File: src/rtl/instr_defs.sv
// Mnemonic codes and MIPS op/funct constants shared by the encoder and the
// pipeline's control decoder.
package instr_defs;

    typedef enum logic [4:0] {
        MN_NOP  = 5'd0,
        MN_ADD  = 5'd1,
        MN_ADDU = 5'd2,
        MN_SUB  = 5'd3,
        MN_SUBU = 5'd4,
        MN_AND  = 5'd5,
        MN_OR   = 5'd6,
        MN_SLT  = 5'd7,
        MN_SLTU = 5'd8,
        MN_JR   = 5'd9,
        MN_LW   = 5'd10,
        MN_LB   = 5'd11,
        MN_SW   = 5'd12,
        MN_BEQ  = 5'd13,
        MN_ANDI = 5'd14,
        MN_ADDI = 5'd15,
        MN_ORI  = 5'd16,
        MN_LUI  = 5'd17,
        MN_J    = 5'd18,
        MN_JAL  = 5'd19
    } mnem_e;

    localparam logic [4:0] MNEM_LAST = 5'd19;

    localparam logic [5:0] OP_RTYPE = 6'b000000;
    localparam logic [5:0] OP_LW    = 6'b100011;
    localparam logic [5:0] OP_LB    = 6'b100000;
    localparam logic [5:0] OP_SW    = 6'b101011;
    localparam logic [5:0] OP_BEQ   = 6'b000100;
    localparam logic [5:0] OP_ANDI  = 6'b001100;
    localparam logic [5:0] OP_ADDI  = 6'b001000;
    localparam logic [5:0] OP_ORI   = 6'b001101;
    localparam logic [5:0] OP_LUI   = 6'b001111;
    localparam logic [5:0] OP_J     = 6'b000010;
    localparam logic [5:0] OP_JAL   = 6'b000011;

    localparam logic [5:0] FN_ADD   = 6'b100000;
    localparam logic [5:0] FN_ADDU  = 6'b100001;
    localparam logic [5:0] FN_SUB   = 6'b100010;
    localparam logic [5:0] FN_SUBU  = 6'b100011;
    localparam logic [5:0] FN_AND   = 6'b100100;
    localparam logic [5:0] FN_OR    = 6'b100101;
    localparam logic [5:0] FN_SLT   = 6'b101010;
    localparam logic [5:0] FN_SLTU  = 6'b101011;
    localparam logic [5:0] FN_JR    = 6'b001000;

endpackage

File: src/rtl/enc_skid.sv
// Two-entry valid/ready buffer: output register plus one skid entry.
// in_ready comes straight from a flop, so out_ready never reaches it combinationally.
module enc_skid
    import instr_defs::*;
#(
    parameter int            W        = 65,
    parameter logic [W-1:0]  RST_DATA = '0
) (
    input  logic         clk,
    input  logic         reset,
    input  logic         flush,
    input  logic         in_valid,
    output logic         in_ready,
    input  logic [W-1:0] in_data,
    output logic         out_valid,
    input  logic         out_ready,
    output logic [W-1:0] out_data
);

    logic         r_out_vld;
    logic [W-1:0] r_out_data;
    logic         r_skid_vld;
    logic [W-1:0] r_skid_data;
    logic         w_acc;
    logic         w_load;

    assign in_ready  = !r_skid_vld;
    assign out_valid = r_out_vld;
    assign out_data  = r_out_data;
    assign w_acc     = in_valid && !r_skid_vld;
    assign w_load    = !r_out_vld || out_ready;

    always_ff @(posedge clk) begin
        if (reset || flush) begin
            r_out_vld   <= 1'b0;
            r_out_data  <= RST_DATA;
            r_skid_vld  <= 1'b0;
            r_skid_data <= RST_DATA;
        end else if (w_load) begin
            // Skid is older than anything arriving now, so it drains first.
            if (r_skid_vld) begin
                r_out_data <= r_skid_data;
                r_out_vld  <= 1'b1;
                r_skid_vld <= 1'b0;
            end else if (w_acc) begin
                r_out_data <= in_data;
                r_out_vld  <= 1'b1;
            end else begin
                r_out_vld  <= 1'b0;
            end
        end else if (w_acc) begin
            r_skid_data <= in_data;
            r_skid_vld  <= 1'b1;
        end
    end

endmodule

File: src/rtl/instr_encoder.sv
// Mnemonic-plus-fields to MIPS word encoder with sequential address tagging
// and a skid-buffered output stage.
module instr_encoder
    import instr_defs::*;
#(
    parameter logic [31:0] BASE_ADDR = 32'h0000_3000,
    parameter int          ILL_CNT_W = 8
) (
    input  logic                 clk,
    input  logic                 reset,
    input  logic                 flush,
    input  logic                 in_valid,
    output logic                 in_ready,
    input  logic [4:0]           in_mnem,
    input  logic [4:0]           in_rs,
    input  logic [4:0]           in_rt,
    input  logic [4:0]           in_rd,
    input  logic [15:0]          in_imm,
    input  logic [25:0]          in_target,
    output logic                 out_valid,
    input  logic                 out_ready,
    output logic [31:0]          out_word,
    output logic [31:0]          out_addr,
    output logic                 out_illegal,
    output logic [ILL_CNT_W-1:0] ill_count
);

    localparam int DW = 65;

    logic [31:0]          r_addr;
    logic [ILL_CNT_W-1:0] r_ill_cnt;
    logic [31:0]          w_word;
    logic                 w_ill;
    logic                 w_acc;
    logic                 w_in_ready;
    logic [DW-1:0]        w_out_data;

    always_comb begin
        w_word = '0;
        w_ill  = 1'b0;
        case (in_mnem)
            MN_NOP:  w_word = '0;
            MN_ADD:  w_word = {OP_RTYPE, in_rs, in_rt, in_rd, 5'd0, FN_ADD};
            MN_ADDU: w_word = {OP_RTYPE, in_rs, in_rt, in_rd, 5'd0, FN_ADDU};
            MN_SUB:  w_word = {OP_RTYPE, in_rs, in_rt, in_rd, 5'd0, FN_SUB};
            MN_SUBU: w_word = {OP_RTYPE, in_rs, in_rt, in_rd, 5'd0, FN_SUBU};
            MN_AND:  w_word = {OP_RTYPE, in_rs, in_rt, in_rd, 5'd0, FN_AND};
            MN_OR:   w_word = {OP_RTYPE, in_rs, in_rt, in_rd, 5'd0, FN_OR};
            MN_SLT:  w_word = {OP_RTYPE, in_rs, in_rt, in_rd, 5'd0, FN_SLT};
            MN_SLTU: w_word = {OP_RTYPE, in_rs, in_rt, in_rd, 5'd0, FN_SLTU};
            MN_JR:   w_word = {OP_RTYPE, in_rs, 5'd0, 5'd0, 5'd0, FN_JR};
            MN_LW:   w_word = {OP_LW,   in_rs, in_rt, in_imm};
            MN_LB:   w_word = {OP_LB,   in_rs, in_rt, in_imm};
            MN_SW:   w_word = {OP_SW,   in_rs, in_rt, in_imm};
            MN_BEQ:  w_word = {OP_BEQ,  in_rs, in_rt, in_imm};
            MN_ANDI: w_word = {OP_ANDI, in_rs, in_rt, in_imm};
            MN_ADDI: w_word = {OP_ADDI, in_rs, in_rt, in_imm};
            MN_ORI:  w_word = {OP_ORI,  in_rs, in_rt, in_imm};
            MN_LUI:  w_word = {OP_LUI,  5'd0,  in_rt, in_imm};
            MN_J:    w_word = {OP_J,    in_target};
            MN_JAL:  w_word = {OP_JAL,  in_target};
            default: w_ill  = (in_mnem > MNEM_LAST);
        endcase
    end

    // A request in the flush cycle is dropped, so it must not consume an address.
    assign w_acc    = in_valid && w_in_ready && !flush;
    assign in_ready = w_in_ready;

    always_ff @(posedge clk) begin
        if (reset || flush) begin
            r_addr <= BASE_ADDR;
        end else if (w_acc) begin
            r_addr <= r_addr + 32'd4;
        end
    end

    always_ff @(posedge clk) begin
        if (reset) begin
            r_ill_cnt <= '0;
        end else if (w_acc && w_ill && (r_ill_cnt != '1)) begin
            r_ill_cnt <= r_ill_cnt + 1'b1;
        end
    end

    assign ill_count = r_ill_cnt;

    enc_skid #(
        .W        (DW),
        .RST_DATA ({32'h0, BASE_ADDR, 1'b0})
    ) u_skid (
        .clk       (clk),
        .reset     (reset),
        .flush     (flush),
        .in_valid  (in_valid && !flush),
        .in_ready  (w_in_ready),
        .in_data   ({w_word, r_addr, w_ill}),
        .out_valid (out_valid),
        .out_ready (out_ready),
        .out_data  (w_out_data)
    );

    assign out_word    = w_out_data[64:33];
    assign out_addr    = w_out_data[32:1];
    assign out_illegal = w_out_data[0];

endmodule

File: config.mk
export PLATFORM = sky130hd
export DESIGN_NAME = instr_encoder
export DESIGN_NICKNAME = d
export VERILOG_FILES = /design/src/rtl/instr_defs.sv /design/src/rtl/enc_skid.sv /design/src/rtl/instr_encoder.sv
export SDC_FILE = /design/constraint.sdc
export NUM_CORES = 1
export LEC_CHECK = 0
export CORE_MARGIN = 1
export CORE_UTILIZATION = 54
export CTS_BUF_LIST = sky130_fd_sc_hd__clkbuf_4 sky130_fd_sc_hd__clkbuf_8
export DETAILED_ROUTE_END_ITERATION = 6
export HOLD_SLACK_MARGIN = 0.05
export PLACE_DENSITY = 0.83
export SLEW_MARGIN = 30
export SYNTH_ARGS = -nofsm -noshare
export SYNTH_HDL_FRONTEND = slang
export SYNTH_SLANG_ARGS = --single-unit
File: constraint.sdc
create_clock -name clk -period 2.1 [get_ports clk]
set_input_delay 0.315 -clock clk [delete_from_list [all_inputs] [get_ports clk]]
set_output_delay 0.315 -clock clk [all_outputs]
set_load 0.01 [all_outputs]
==> reports/metrics.yaml <==
status:
  status: "finished clean"
route:
  avgViaCountPerCell: 5.74
  drt-total-wl_um: 18900
  wl_per_cell_um: 15.5
  vias: 7018
  antenna_left: 0
  dr.pass1.iters: 5
  route.detailed.drc: 0
  drtIter0Drc: 590
sta:
  max_slew_margin_pct: 64.5
  finalHoldViolCount: 0
  tightest_slew_ns: 0.529
  setup_viol: 0
  skew_ns: 0.0104
  post-route-period-util_pct: 91.1
  whs_ns: 0.459
  slew_violations: 0
  min_period_ns: 1.91
  fmax_mhz: 523
  rsz0062_at_grt: "false"
  layout_setup_ws_ns: 0.187
synth:
  synth_most_common_cell: "dfxtp_1"
  synth_area_leaders: "dfxtp_1 45%, a21oi_1 5.1%, nand2_1 5.1%"
  synth_area_mm2: 0.00733
  ys.flop_type: "dfxtp_1"
  synth_top_area_share_pct: 44.8
  yosysSeqAreaShare_pct: 44.8
  synth-edff-count: 0
  syn_area_per_cell_um2: 8.39
  ys_ff_latch: 164
  yosysTopAreaCell: "dfxtp_1"
  synth_top_cells_by_count: "164 x dfxtp_1, 100 x nand2_1, 88 x nor2_1, 75 x a21oi_1, 49 x clkbuf_1"
  yosysWarnings: 0
  syn_inst: 874
  synth_cell_types: 63
  synthArstFlopShare_pct: 0
place:
  gp_congestion: 0.902
  dpl.hpwl_um: 13100
  place_inst: 1191
  post-place-ws_ns: -0.156
  numPortBuffers: 138
global_route:
  antenna_found_initial: 0
  met3_usage_pct: 5.79
  grt_max_degree: 48
  grt_pass1_vias: 6697
  grt_pass1_wl_um: 31700
  grt_use_total_pct: 27.7
  met2_usage_pct: 45.8
  gr-total-overflow: 0
  gr-usage-met1_pct: 35.1
  grt_busiest_layer: "met2"
critical_path:
  crit_fanout: 21
  critPathCaptureType: "output pin"
  critPathBufInv: 2
  worstSetupPathType: "flop to output pin"
  critical_path.max_stage_delay_ns: 0.56
  crit_slowest_cell: "clkdlybuf4s50_1"
  crit_chain: "inv_1 -> clkdlybuf4s50_1"
  required_ns: 1.78
  crit_family: "buffers and inverters"
  start_kind: "flop"
  crit_arrival_ns: 1.60
cells_and_area:
  diodes: 0
  layout.nets: 1103
  instances_no_fill: 1223
  drive_above_1_share_pct: 12.7
  area_growth_pct: 32.7
pwr:
  powerDensity_mw_per_mm2: 642
  combPwrFrac_pct: 10.9
  irDropWorstVdd_uv: 468
  swShare_pct: 23.6
  leakagePower_nw: 3.22
  p_seq_share_pct: 50.6
  total_power_mw: 6.25
  netSwitchingPower_mw: 1.47
  p_int_mw: 4.78
  pwr-share-clk_pct: 38.4
clock_network:
  clock-root-buffer: "clkbuf_8"
  post_cts_buffers: 0
  postCtsHoldBufs: 0
  clk_latency_ns: 0.45
  cts_sinks: 164
  htreeDepth: 4
  cts.repair.resized: 0
  cts_buffer_depth: 2
  cts_buffers: 17
  cts_tree: "yes"
  path_clk_slew_ns: 0.08
floorplanning:
  io_pins: 142
  initial_core_util_pct: 55.4
  die_h_um: 119
  core_area_mm2: 0.0132
  std_cell_rows: 42
  die_x_um: 119
  die_area_mm2: 0.0140
job:
  drv_cap: 0
hold_path:
  hold_class: "flop to flop"
cell families (layout without fill, tap and decap cells):
family | count (synthesis) | in the layout | share of synthesized area [%]
and+or+nand+nor | 323 | 323 | 21.3
other | 1 | 3 | 0.0511
muxes | 30 | 30 | 4.10
AOI/OAI and AO/OA | 231 | 231 | 20.2
xor gates and xnor gates | 33 | 33 | 3.94
DFF | 164 | 164 | 44.8
adders and majority gates | 2 | 2 | 0.341
buffers and inverters | 90 | 261 | 5.29
tightest hold or removal path: stages, from the launching register on:
cell and delay, ns:
dfxtp_1 0.31, nand2_1 0.05, a21oi_1 0.05
cells in the final DEF (no fill, tap or decap), types with 9 or more instances in the layout:
| cell | count |
|---|---|
| clkdlybuf4s50_1 | 138 |
| buf_4 | 72 |
| nor2_1 | 86 |
| nor3_1 | 38 |
| clkbuf_8 | 18 |
| nand2_1 | 100 |
| inv_1 | 12 |
| a221oi_1 | 12 |
| or3_1 | 9 |
| a21oi_1 | 75 |
| xnor2_1 | 29 |
| o21ai_0 | 45 |
| o31ai_1 | 9 |
| mux2i_1 | 30 |
| a211oi_1 | 32 |
| dfxtp_1 | 163 |
| nand3_1 | 38 |
| nor4_1 | 9 |
path summary, 6_finish.rpt:
| check | startpoint | cells after the start | slack, ns | to |
|---|---|---|---|---|
| max | u_skid.r_skid_vld$_SDFFE_PP0P_ | 2 | 0.19 | in_ready |
| max reg2reg | u_skid.r_skid_vld$_SDFFE_PP0P_ | 5 | 0.22 | u_skid.r_skid_data[42]$_SDFFE_PP0P_ |
| min reg2reg | u_skid.r_skid_data[15]$_SDFFE_PP0P_ | 2 | 0.46 | u_skid.r_skid_data[15]$_SDFFE_PP0P_ |
| min | u_skid.r_skid_data[15]$_SDFFE_PP0P_ | 2 | 0.46 | u_skid.r_skid_data[15]$_SDFFE_PP0P_ |
power by group through the flow:
stage               Combinational (mW)  Sequential, mW  Clock, mW
detailed placement               0.675            3.24          0
floorplan                        0.295            3.25          0
global placement                 0.666            3.24          0
global route                     0.737            3.17       2.56
CTS                              0.679            3.17       2.43
finish                           0.684            3.17       2.40
per-layer routing:
metal / up-vias / wire length, um
met4: 0 / 386
met1: 3290 / 8190
met2: 248 / 9130
met3: 33 / 1240
li1: 3447 / -
met5: - / 0
state kept, by name, indices dropped and copies added (netlist names):
| register | count |
|---|---|
| u_skid.out_data | 62 |
| u_skid.r_skid_data | 62 |
| r_addr | 30 |
| ill_count | 8 |
| u_skid.out_valid | 1 |
| u_skid.r_skid_vld | 1 |
stage by stage:
| stage | area, um2 | util (%) | TNS (ns) |
|---|---|---|---|
| 2_1_floorplan | 7340 | - | 0 |
| 3_3_place_gp | 9310 | 70.3 | -2.24 |
| 3_5_place_dp | 9310 | 70.3 | -4.22 |
| 4_1_cts | 9730 | 73.5 | 0 |
| 5_1_grt | 9730 | 73.5 | 0 |
| 6_report | 9730 | 73.5 | 0 |
cell type report:
cell class                      count  area, um2
Clock buffer                       24        293
Fill cell                         999       3510
Tap cell                          176        220
Clock inverter                      8        126
Inverter                           12       45.0
Timing Repair Buffer              217       2060
Multi-Input combinational cell    622       3700
Sequential cell                   164       3290
Note: power is estimated with default switching activity, not from simulation.
